==> config.mk <==
export PLATFORM = sky130hd
export DESIGN_NAME = iob_rr_merge
export DESIGN_NICKNAME = d
export VERILOG_FILES = /design/src/rtl/iob_rr_merge_pkg.sv /design/src/rtl/iob_rr_arbiter.sv /design/src/rtl/iob_rr_merge.sv
export SDC_FILE = /design/constraint.sdc
export NUM_CORES = 1
export LEC_CHECK = 0
export BUFFER_PORTS_ARGS = -buffer_cell sky130_fd_sc_hd__buf_2
export CAP_MARGIN = 20
export CORE_MARGIN = 8
export CORE_UTILIZATION = 37
export DETAILED_ROUTE_END_ITERATION = 8
export PLACE_DENSITY = 0.77
export SLEW_MARGIN = 20
export SYNTH_ARGS = -nofsm -noshare
export SYNTH_HDL_FRONTEND = slang
export SYNTH_SLANG_ARGS = --single-unit
==> constraint.sdc <==
create_clock -name clk -period 1.6 [get_ports clk]
set_input_delay 0.08 -clock clk [delete_from_list [all_inputs] [get_ports clk]]
set_output_delay 0.08 -clock clk [all_outputs]
set_load 0.02 [all_outputs]
==> src/rtl/iob_rr_merge_pkg.sv <==
// Shared definitions for the round-robin IOb merge.
// Request word layout, MSB first: {valid, addr, wdata, wstrb}.
// Response word layout, MSB first: {rdata, ready}.
// The field helpers take the bus widths, so every user agrees on one layout.
package iob_rr_merge_pkg;

  typedef enum logic {
    StIdle = 1'b0,
    StBusy = 1'b1
  } state_e;

  // Widest data bus supported; the error pattern is sliced from this.
  parameter int unsigned MaxDataW = 1024;
  // rdata returned to a master whose transaction the watchdog aborted.
  localparam logic [MaxDataW-1:0] ErrDataAll = '1;

  function automatic int unsigned req_w(input int unsigned aw, input int unsigned dw);
    return 1 + aw + dw + dw / 8;
  endfunction

  function automatic int unsigned resp_w(input int unsigned dw);
    return dw + 1;
  endfunction

  // Request field positions (LSB of each field).
  function automatic int unsigned wstrb_lsb();
    return 0;
  endfunction

  function automatic int unsigned wdata_lsb(input int unsigned dw);
    return dw / 8;
  endfunction

  function automatic int unsigned addr_lsb(input int unsigned dw);
    return dw / 8 + dw;
  endfunction

  function automatic int unsigned valid_bit(input int unsigned aw, input int unsigned dw);
    return dw / 8 + dw + aw;
  endfunction

  // Response field positions.
  function automatic int unsigned ready_bit();
    return 0;
  endfunction

  function automatic int unsigned rdata_lsb();
    return 1;
  endfunction

endpackage

==> src/rtl/iob_rr_arbiter.sv <==
// Rotating-priority grant.
// Ports:
//   req      request vector, one bit per requester
//   ptr      index with highest priority this round
//   gnt      one-hot grant (all zero when nothing requests)
//   gnt_idx  binary index of the granted requester
//   any_req  at least one request is present
// Search starts at ptr and goes up in index order with wrap-around.
module iob_rr_arbiter #(
  parameter int unsigned N    = 2,
  parameter int unsigned PtrW = (N > 1) ? $clog2(N) : 1
) (
  input  logic [N-1:0]    req,
  input  logic [PtrW-1:0] ptr,
  output logic [N-1:0]    gnt,
  output logic [PtrW-1:0] gnt_idx,
  output logic            any_req
);

  always_comb begin
    logic            found;
    logic [PtrW-1:0] idx;
    gnt     = '0;
    gnt_idx = '0;
    found   = 1'b0;
    idx     = '0;
    for (int unsigned i = 0; i < N; i++) begin
      idx = PtrW'((32'(ptr) + i) % N);
      if (!found && req[idx]) begin
        gnt[idx] = 1'b1;
        gnt_idx  = idx;
        found    = 1'b1;
      end
    end
    any_req = |req;
  end

endmodule

==> src/rtl/iob_rr_merge.sv <==
// Round-robin merge of N_MASTERS native IOb master buses onto one slave bus.
// Ports:
//   clk          system clock
//   rst          asynchronous active-low reset
//   m_req        packed master requests {valid, addr, wdata, wstrb}, master 0 in the LSBs
//   m_resp       packed master responses {rdata, ready}, only the owner ever sees ready
//   s_req        registered slave request
//   s_resp       slave response {rdata, ready}
//   timeout_err  one-cycle pulse when the watchdog aborts a transaction
//   owner        index of the current or last grantee
// One transaction at a time: IDLE grants and latches a request, BUSY waits for
// the slave (or the watchdog), then one IDLE cycle lets the master drop valid.
module iob_rr_merge
  import iob_rr_merge_pkg::*;
#(
  parameter int unsigned  N_MASTERS = 2,
  parameter int unsigned  ADDR_W    = 32,
  parameter int unsigned  DATA_W    = 32,
  parameter int unsigned  TIMEOUT_W = 10,
  localparam int unsigned ReqW      = req_w(ADDR_W, DATA_W),
  localparam int unsigned RespW     = resp_w(DATA_W),
  localparam int unsigned OwnW      = (N_MASTERS > 1) ? $clog2(N_MASTERS) : 1
) (
  input  logic                       clk,
  input  logic                       rst,
  input  logic [N_MASTERS*ReqW-1:0]  m_req,
  output logic [N_MASTERS*RespW-1:0] m_resp,
  output logic [ReqW-1:0]            s_req,
  input  logic [RespW-1:0]           s_resp,
  output logic                       timeout_err,
  output logic [OwnW-1:0]            owner
);

  localparam int unsigned ValidBit = valid_bit(ADDR_W, DATA_W);
  localparam int unsigned WdW      = (TIMEOUT_W > 0) ? TIMEOUT_W : 1;
  // wd_q counts BUSY cycles already elapsed, so the cycle with wd_q == WdLast
  // is BUSY cycle number 2^TIMEOUT_W-1.
  localparam logic [WdW-1:0] WdLast =
      (TIMEOUT_W > 0) ? WdW'((32'd1 << TIMEOUT_W) - 32'd2) : '0;

  state_e          state_q;
  logic [OwnW-1:0] ptr_q;
  logic [OwnW-1:0] owner_q;
  logic [ReqW-1:0] s_req_q;
  logic [WdW-1:0]  wd_q;

  logic [N_MASTERS-1:0] req_vec;
  logic [N_MASTERS-1:0] gnt;
  logic [OwnW-1:0]      gnt_idx;
  logic                 any_req;
  logic [ReqW-1:0]      gnt_req;
  logic                 busy;
  logic                 slave_ready;
  logic                 wd_hit;
  logic                 done;
  logic                 abort;
  logic [OwnW-1:0]      ptr_next;

  always_comb begin
    req_vec = '0;
    gnt_req = '0;
    for (int m = 0; m < int'(N_MASTERS); m++) begin
      req_vec[m] = m_req[m*ReqW + ValidBit];
      if (gnt[m]) gnt_req = gnt_req | m_req[m*ReqW +: ReqW];
    end
  end

  iob_rr_arbiter #(
    .N    (N_MASTERS),
    .PtrW (OwnW)
  ) u_arbiter (
    .req     (req_vec),
    .ptr     (ptr_q),
    .gnt     (gnt),
    .gnt_idx (gnt_idx),
    .any_req (any_req)
  );

  assign busy        = (state_q == StBusy);
  assign slave_ready = s_resp[ready_bit()];
  assign wd_hit      = (TIMEOUT_W != 0) && (wd_q == WdLast);
  assign done        = busy && slave_ready;
  // A slave ready in the timeout cycle takes precedence over the abort.
  assign abort       = busy && !slave_ready && wd_hit;
  assign ptr_next    = OwnW'((32'(owner_q) + 32'd1) % N_MASTERS);

  always_ff @(posedge clk or negedge rst) begin
    if (!rst) begin
      state_q <= StIdle;
      ptr_q   <= '0;
      owner_q <= '0;
      s_req_q <= '0;
      wd_q    <= '0;
    end else begin
      unique case (state_q)
        StIdle: begin
          if (any_req) begin
            owner_q <= gnt_idx;
            s_req_q <= gnt_req;
            wd_q    <= '0;
            state_q <= StBusy;
          end
        end
        StBusy: begin
          if (done || abort) begin
            s_req_q[ValidBit] <= 1'b0;
            ptr_q             <= ptr_next;
            state_q           <= StIdle;
          end else begin
            wd_q <= wd_q + WdW'(1);
          end
        end
        default: state_q <= StIdle;
      endcase
    end
  end

  // Response routing: only the owner sees the slave, and only while BUSY.
  always_comb begin
    m_resp = '0;
    for (int m = 0; m < int'(N_MASTERS); m++) begin
      if (busy && (owner_q == OwnW'(m))) begin
        if (abort) m_resp[m*RespW +: RespW] = {ErrDataAll[DATA_W-1:0], 1'b1};
        else       m_resp[m*RespW +: RespW] = s_resp;
      end
    end
  end

  assign timeout_err = abort;
  assign s_req       = s_req_q;
  assign owner       = owner_q;

endmodule

After elaboration in Yosys (flattened, before gate mapping)
Cells that the tools add are included.
{ "word_totals": {"register_bits": 82, "latchBits": 0, "ram_bits": 0, "rom_bits": 0, "wordCells": 64, "mem_count": 0} }
{ "op_classes": {"add_sub_neg": 3, "mul": 0, "div": 0, "n_lt_le_gt_ge": 4, "eq_ne": 4, "n_shift": 0, "mux": 27, "bitwise": 4, "n_reduce_logical": 16} }
{ "ops": {"columns": ["cell", "count"], "rows": [
  ["2-to-1 mux 69 bit", 3],
  ["2-to-1 mux 33 bit", 3],
  ["OR 69 bit", 1],
  ["2-to-1 mux 10 bit", 2],
  ["one-hot mux 10 bit (2 select lines)", 1],
  ["2-to-1 mux 1 bit", 12],
  ["adder 10 x 1 -> 10 bit (second input constant)", 1],
  ["equality test 10 bit (second input constant)", 1],
  ["logical AND 1 bit", 8],
  ["AND reduction 2 bit", 4],
  ["less-than comparator 1 x 2 -> 1 bit (second input constant)", 2],
  ["2-to-1 mux 2 bit", 2],
  ["!= test 2 bit (second input constant)", 2],
  ["one-hot mux 1 bit (2 select lines)", 2],
  ["adder 1 bit (second input constant)", 2],
  ["demux 1 bit (select 1 bit)", 2],
  [">= comparator 1 bit (second input constant)", 2],
  ["zero test 1 bit", 2],
  ["!= test 2 x 1 -> 1 bit (second input constant)", 1],
  ["NOT 1 bit", 2],
  ["OR 2 bit", 1],
  ["OR reduction 2 bit", 1],
  ["logical OR 1 bit", 1]
]} }

Depth between registers and ports, before layout
Gate-level depths: netlist of run 1.
{ "depth": {"word_depth": 12, "mapped_depth": 9} }

Modules after synthesis
From an unflattened synthesis of run 1, not the netlist that was laid out.
{ "hier_totals": {"hier_cells": 474, "hier_area_um2": 4357.9} }
{ "modules_own_cells": {"columns": ["mod", "instances", "cells_each", "area_per_inst_um2", "seq_area_each_um2"], "rows": [
  ["iob_rr_merge", 1, 469, 4325.4, 2052.0],
  ["iob_rr_arbiter", 1, 5, 32.5, 0.0]
]} }

Worst setup path before layout of run 1
No wires, ideal clock.
{ "synth_path": {"path_kind": "reg-to-output", "startpoint": "register wd_q[0]", "endpoint": "output m_resp[23]", "arrival_time_ns": 1.576, "required_time_ns": 1.520, "path_slack_ns": -0.056, "path_stages_with_launch": 9, "path_cell_list": "dfrtp_1 > inv_1 > ha_1 > nand3_1 > nor2_2 > nand2_1 > inv_2 > buf_2 > o21a_1"} }
{ "synth_between": {"elab_chain_cells": 4} }
{ "synth_lines": {"columns": ["element", "line", "source"], "rows": [
  ["start: declaration", "iob_rr_merge.sv:45", "logic [WdW-1:0] wd_q;"],
  ["start signal: assignment", "iob_rr_merge.sv:110", "wd_q <= wd_q + WdW'(1);"],
  ["equality test 10 bit", "iob_rr_merge.sv:81", "assign wd_hit = (TIMEOUT_W != 0) && (wd_q == WdLast);"],
  ["logical AND 1 bit", "iob_rr_merge.sv:84", "assign abort = busy && !slave_ready && wd_hit;"],
  ["named net timeout_err", "iob_rr_merge.sv:30", "output logic timeout_err,"],
  ["2-to-1 mux 33 bit", "iob_rr_merge.sv:123", "if (abort) m_resp[m*RespW +: RespW] = {ErrDataAll[DATA_W-1:0], 1'b1};"],
  ["2-to-1 mux 33 bit", "iob_rr_merge.sv:122", "if (busy && (owner_q == OwnW'(m))) begin"],
  ["end: declaration", "iob_rr_merge.sv:27", "output logic [N_MASTERS*RespW-1:0] m_resp,"]
]} }
The timed path passes the listed nets, and every way through them passes these cells.

Final worst setup path of run 1
{ "layout_path": {"startpoint": "register wd_q[0]", "endpoint": "output m_resp[55]"} }
{ "layout_between": {"elab_chain_cells": 4} }
{ "layout_lines": {"columns": ["element", "line"], "rows": [
  ["equality test 10 bit", "iob_rr_merge.sv:81"],
  ["logical AND 1 bit", "iob_rr_merge.sv:84"],
  ["2-to-1 mux 33 bit", "iob_rr_merge.sv:123"],
  ["2-to-1 mux 33 bit", "iob_rr_merge.sv:122"]
]} }
No other way between the ends.

==> results of run 1 <==
==> routing by layer <==
metal / global-route usage / vias to the layer above / share of wire
met4: 0.0948 / 0 / 0.022
met1: 0.242 / 2448 / 0.35
met2: 0.413 / 284 / 0.50
met3: 0.0913 / 33 / 0.12
met5: 0 / - / 0
li1: - / 2293 / -
==> timing repair <==
action | in CTS | in global routing
hold endpoints to repair | 68 | 0
gates cloned | 2 | 4
hold buffers | 35 | 0
resized for setup | 140 | 8
setup buffers | 4 | 5
pin swaps | 1 | 14
setup endpoints to repair | 67 | 70
==> power groups by stage <==
| stage | sequential (mW) | combinational (mW) | clock, mW |
|---|---|---|---|
| after floorplan | 4.28 | 2.16 | 0 |
| after global placement | 3.30 | 5.19 | 0 |
| after detailed placement | 3.33 | 5.29 | 0 |
| after CTS | 3.30 | 5.85 | 2.09 |
| after global routing | 3.42 | 6.24 | 2.19 |
| final | 3.31 | 5.88 | 2.03 |
==> final cells by class <==
| cell class | instances | area, um2 |
|---|---|---|
| Antenna cell | 5 | 12.5 |
| Sequential cell | 82 | 2050 |
| Timing Repair Buffer | 381 | 2860 |
| Fill cell | 837 | 3820 |
| Inverter | 3 | 16.3 |
| Multi-Input combinational cell | 294 | 2080 |
| Clock buffer | 10 | 229 |
| Tap cell | 143 | 179 |
| Clock inverter | 6 | 65.1 |
==> worst register-to-register path: stages, from the launching register on <==
cell	delay (ns)
dfrtp_1	0.35
inv_1	0.05
ha_1	0.19
nand3_2	0.09
nor2_4	0.05
nand2_4	0.09
inv_6	0.04
buf_12	0.14
buf_12	0.14
o21a_2	0.21
a31oi_1	0.17
==> how the worst min path moves through the flow <==
| stage | startpoint | endpoint |
|---|---|---|
| 2_1_floorplan | rst | busy |
| 3_3_place_gp | rst | s_req[58] |
| 3_5_place_dp | rst | s_req[58] |
| 4_1_cts | m_req[24] | s_req[24] |
| 5_1_grt | m_req[79] | s_req[10] |
| 6_report | m_req[24] | s_req[24] |
==> placed cells by master, fill, tap and decap left out, types with 2 or more instances in the layout <==
cell type and instances:
clkinv_2 2, o211ai_4 2, buf_6 67, a21oi_1 4, nor2b_2 2, clkbuf_16 13
o21a_2 30, ha_1 2, inv_1 2, xor2_1 2, o21ai_0 4, nor2_4 2
buf_4 19, a221o_1 32, inv_6 3, diode_2 5, buf_12 14, and3_1 33
o211ai_1 2, nand2_1 7, nand3_1 3, a221oi_1 36, dlygate4sd3_1 35, nor2_1 76
buf_2 241, or3_1 2, o21a_1 36, o31ai_1 3, dfrtp_1 82
==> cell families (layout without fill, tap and decap cells) <==
logic type | count (synthesis) | after routing | synth area share
fa+ha+maj | 2 | 2 | 0.00586
compound gates | 156 | 156 | 0.305
buf+inv | 48 | 400 | 0.0542
other cells | 0 | 5 | 0
flops | 82 | 82 | 0.480
simple gates | 134 | 134 | 0.150
xor+xnor | 2 | 2 | 0.00410
==> registers in the layout, summed over array words and instances (netlist names) <==
signal / count
s_req: 69
wd_q: 10
busy: 1
owner: 1
ptr_q: 1
==> per-stage QoR <==
stage               setup slack, ns  setup TNS, ns  total power [mW]  cell area, um2   util
floorplan                   -0.0185         -0.167              6.45            4310      -
global placement             0.0625              0              8.49            6160  0.544
detailed placement         -0.00139       -0.00166              8.63            6160  0.544
CTS                          -0.316         -19.83              11.2            7340  0.648
global route                 -0.411         -24.95              11.8            7490  0.662
finish                       -0.333         -20.12              11.2            7500  0.662
==> metrics.txt, run 1 <==
failing checks=negative setup slack; final setup fails=68; Commonest cells post-synth=82 x dfrtp_1, 77 x nor2_1, 66 x o21a_1; Setup WS post-layout=-0.333 ns; initial antenna violation count=4; root buffer cell=clkbuf_16; CP startpoint=wd_q[0]; GPL Wtd Cong=0.838; gr usage total=0.233; CP Class=flip-flop to output port; placed cells=854; normalized max-slew margin=0.681; critical-path cell with the highest stage delay=dfrtp_1; Initial Util=0.377; Net Switching=4.67 mW; crit path DAT=1.85 ns; Die ar.=15,200 um2; slowest stage delay, CP=0.38 ns; number of max-cap violations=0; status=finished, violations left; Routed WL=19.2 mm; fin cells=924; Via Count=5,058; layout cells sized above 1=0.524; Synth area leader=dfrtp_1; H-tree Lvls=3; Reg clk slew, reported paths=0.06 ns; Synth area leaders=dfrtp_1 48%, o21a_1 12%, a221o_1 7.5%; switching part of the total=0.416; register area share after synthesis=0.480; 1st-iter DRT viols=355; CTS Buffer Depth=2; Worst Max-Slew Pin Slew=0.479 ns; Final Max Slew Viols=0; CTS tree=built; logic gate share of total power=0.524; Seq pwr share=0.295; Cells after Synth=424; Critical Path RT=1.52 ns; CP max FO=9; Yosys cell types=39; min-delay worst type=input port to flip-flop; RR Startpoint=wd_q[0]; Clock Power Share=0.181; WHS=0.0163 ns; Num CTS Buffers=9; Fmax=517 MHz; Hold Fails Final Rpt=0; DRC viols=0; critical-path cell list=inv_1 -> ha_1 -> nand3_2 -> nor2_4 -> nand2_4 -> inv_6 -> buf_12 -> clkbuf_16 -> o21a_1 -> buf_6; PortBufs=309; Hold Path Stages=3; Synth Warn #=0; syn_nets=599; reg2reg end=ptr_q; CORE AREA=11,300 um2; Antenna Nets Post-Route=0; Die Span X=123 um; post-synth top area share=0.480; crit share post-route=1.21; dpl hpwl=13.0 mm; Clock Skew=0.00366 ns; Synth Area per Inst=10.1 um2; mapped cell area=4270 um2; CP endpoint kind=output port; Rows=39; Die Ht=123 um; post-layout minimum cycle time=1.93 ns; WP buf/inv=5; maximum vdd drop=835 uV; area grow syn2layout=75.5%; number of synthesized flops with an enable pin=0; vias per inst=5.47; flop2flop setup slack=-0.01 ns; Cell Int Power=6.55 mW; IO Pins=310; drt pass-1 iters=4; Top FF cell, synth=dfrtp_1; largest net degree at the start of global routing=69; first-pass GRT wire length=27.9 mm; Sink Count=82; Worst Setup EP=m_resp[55]; number of synthesized register bits=82; count leader, synth=dfrtp_1; Startpoint Class=flip-flop; pwr/cell area=1500 nW/um2; worst-skew pair later-pin latency=0.33 ns; Post-synth ARST share=1.00; Leakage=3.77 nW; Routed WL per cell=20.8 um; RSZ-0062 raised after global routing=true; vias in the first global route=5,312; global route total overflow=0; nets=946; R2R depth=10; stages on the worst setup path=10; critical path's top delay family=buffers and inverters
No activity file was read; power rests on OpenSTA's default activity.
==> run 2, diff against run 1 <==
- PLACE_DENSITY: 0.77 -> 0.82
==> run 2 against run 1 <==
- the flow still finishes with violations (negative setup slack)
- clock skew up 0.0039 ns
- utilization down 0.14 points
- sequential power about the same
- cell area down 0.22%
- worst setup slack better by 0.047 ns
- critical path depth down 1
- die area unchanged
- critical path type unchanged
==> metrics.txt, run 2 (synthesis results as in run 1) <==
Setup WS post-layout=-0.285 ns; critical path's top delay family=buffers and inverters; nets=941; Worst Max-Slew Pin Slew=0.423 ns; dpl hpwl=12.3 mm; critical-path cell list=inv_1 -> ha_2 -> nand3_2 -> nor2_4 -> nand2_4 -> clkinv_8 -> buf_12 -> o21a_1 -> buf_6; number of max-cap violations=0; PortBufs=309; Antenna Nets Post-Route=0; Cell Int Power=6.82 mW; WP buf/inv=4; crit path DAT=1.81 ns; most common cell after layout, fill and taps aside=buf_2; Hold Fails Final Rpt=0; root buffer cell=clkbuf_16; switching part of the total=0.403; fin cells=916; Die Span X=123 um; pwr/cell area=1530 nW/um2; Via Count=4,971; CP Class=flip-flop to output port; gr usage total=0.224; logic gate share of total power=0.509; DRC viols=0; RSZ-0062 raised after global routing=true; Fmax=530 MHz; slowest stage delay, CP=0.38 ns; Num CTS Buffers=9; worst-skew pair later-pin latency=0.32 ns; Die Ht=123 um; normalized max-slew margin=0.718; global route total overflow=0; CTS tree=built; placed cells=857; max reg flops=69; Routed WL=18.3 mm; final setup fails=67; area grow syn2layout=75.1%; Leakage=3.77 nW; Seq pwr share=0.291; crit share post-route=1.18; Sink Count=82; Rows=39; Clock Power Share=0.200; maximum vdd drop=896 uV; CP endpoint kind=output port; initial antenna violation count=2; GPL Wtd Cong=0.811; most frequent cells in the layout=241 x buf_2, 82 x dfrtp_1, 76 x nor2_1; H-tree Lvls=3; 1st-iter DRT viols=309; min-delay worst type=input port to flip-flop; Die ar.=15,200 um2; Reg clk slew, reported paths=0.06 ns; Clock Skew=0.00756 ns; Net Switching=4.60 mW; WHS=0.0124 ns; CP max FO=15; CORE AREA=11,300 um2; dpl ws=0.0458 ns; Initial Util=0.377; Final Max Slew Viols=0; vias in the first global route=5,049; drt pass-1 iters=5; failing checks=negative setup slack; CTS Buffer Depth=2; layout cells sized above 1=0.525; Critical Path RT=1.52 ns; critical-path cell with the highest stage delay=dfrtp_1; largest net degree at the start of global routing=83; first-pass GRT wire length=26.9 mm; post-layout minimum cycle time=1.89 ns; Startpoint Class=flip-flop; IO Pins=310; flop2flop setup slack=0.03 ns; Routed WL per cell=20.0 um; vias per inst=5.43; status=finished, violations left
==> run 2: power groups by stage <==
stage	combinational, mW	clock [mW]	sequential [mW]
floorplan	2.16	0	4.28
global placement	5.18	0	3.29
detailed placement	5.22	0	3.34
CTS	5.76	2.32	3.31
global route	6.20	2.44	3.43
finish	5.81	2.28	3.32
==> run 2: per-stage QoR <==
| step | setup TNS, ns | total power [mW] | area (um2) | utilization |
|---|---|---|---|---|
| finish | -16.68 | 11.4 | 7480 | 0.661 |
| global route | -23.17 | 12.1 | 7480 | 0.661 |
| CTS | -15.80 | 11.4 | 7350 | 0.649 |
| detailed placement | 0 | 8.56 | 6160 | 0.544 |
| global placement | 0 | 8.46 | 6160 | 0.544 |
| floorplan | -0.167 | 6.45 | 4310 | - |
==> run 2: routing by layer <==
layer	wire length [um]	up-vias	global-route usage
met2	9200	273	0.386
met5	0	-	0
li1	-	2280	-
met3	2000	44	0.0941
met1	6330	2374	0.231
met4	763	0	0.112
==> run 2: cell type report <==
type                       instances  area [um2]
clock buffer                      12         267
timing repair inverter             1        8.76
multi-input combinational        294        2080
tap                              143         179
inverter                           3        23.8
timing repair buffer             375        2790
fill                             851        3840
clock inverter                     4        72.6
sequential                        82        2050
antenna                            2        5.00
==> run 2: path summary, 6_finish.rpt <==
kind                         endpoint      start  cells after the start
setup / recovery           m_resp[61]    wd_q[0]                      9
hold / removal              s_req[16]  m_req[16]                      3
setup reg to reg              wd_q[8]    wd_q[0]                      7
hold reg to reg              s_req[2]   s_req[2]                      2
max in group asynchronous   s_req[68]        rst                      3
min in group asynchronous   s_req[49]        rst                      3
==> run 2: timing repair <==
action	CTS	global route
endpoints found under the hold margin	113	1
gates cloned	3	3
buffers inserted	1	1
resized for setup	143	10
hold buffers	32	1
pin swaps	1	6
endpoints found under the setup margin	67	70
==> run 2: worst reg2reg max path: stages, from the launching register on <==
cell      delay (ns)
dfrtp_1         0.35
inv_1           0.05
ha_2            0.17
nand3_2         0.08
buf_4           0.16
o211ai_2        0.14
or3_1           0.36
a21oi_1         0.18
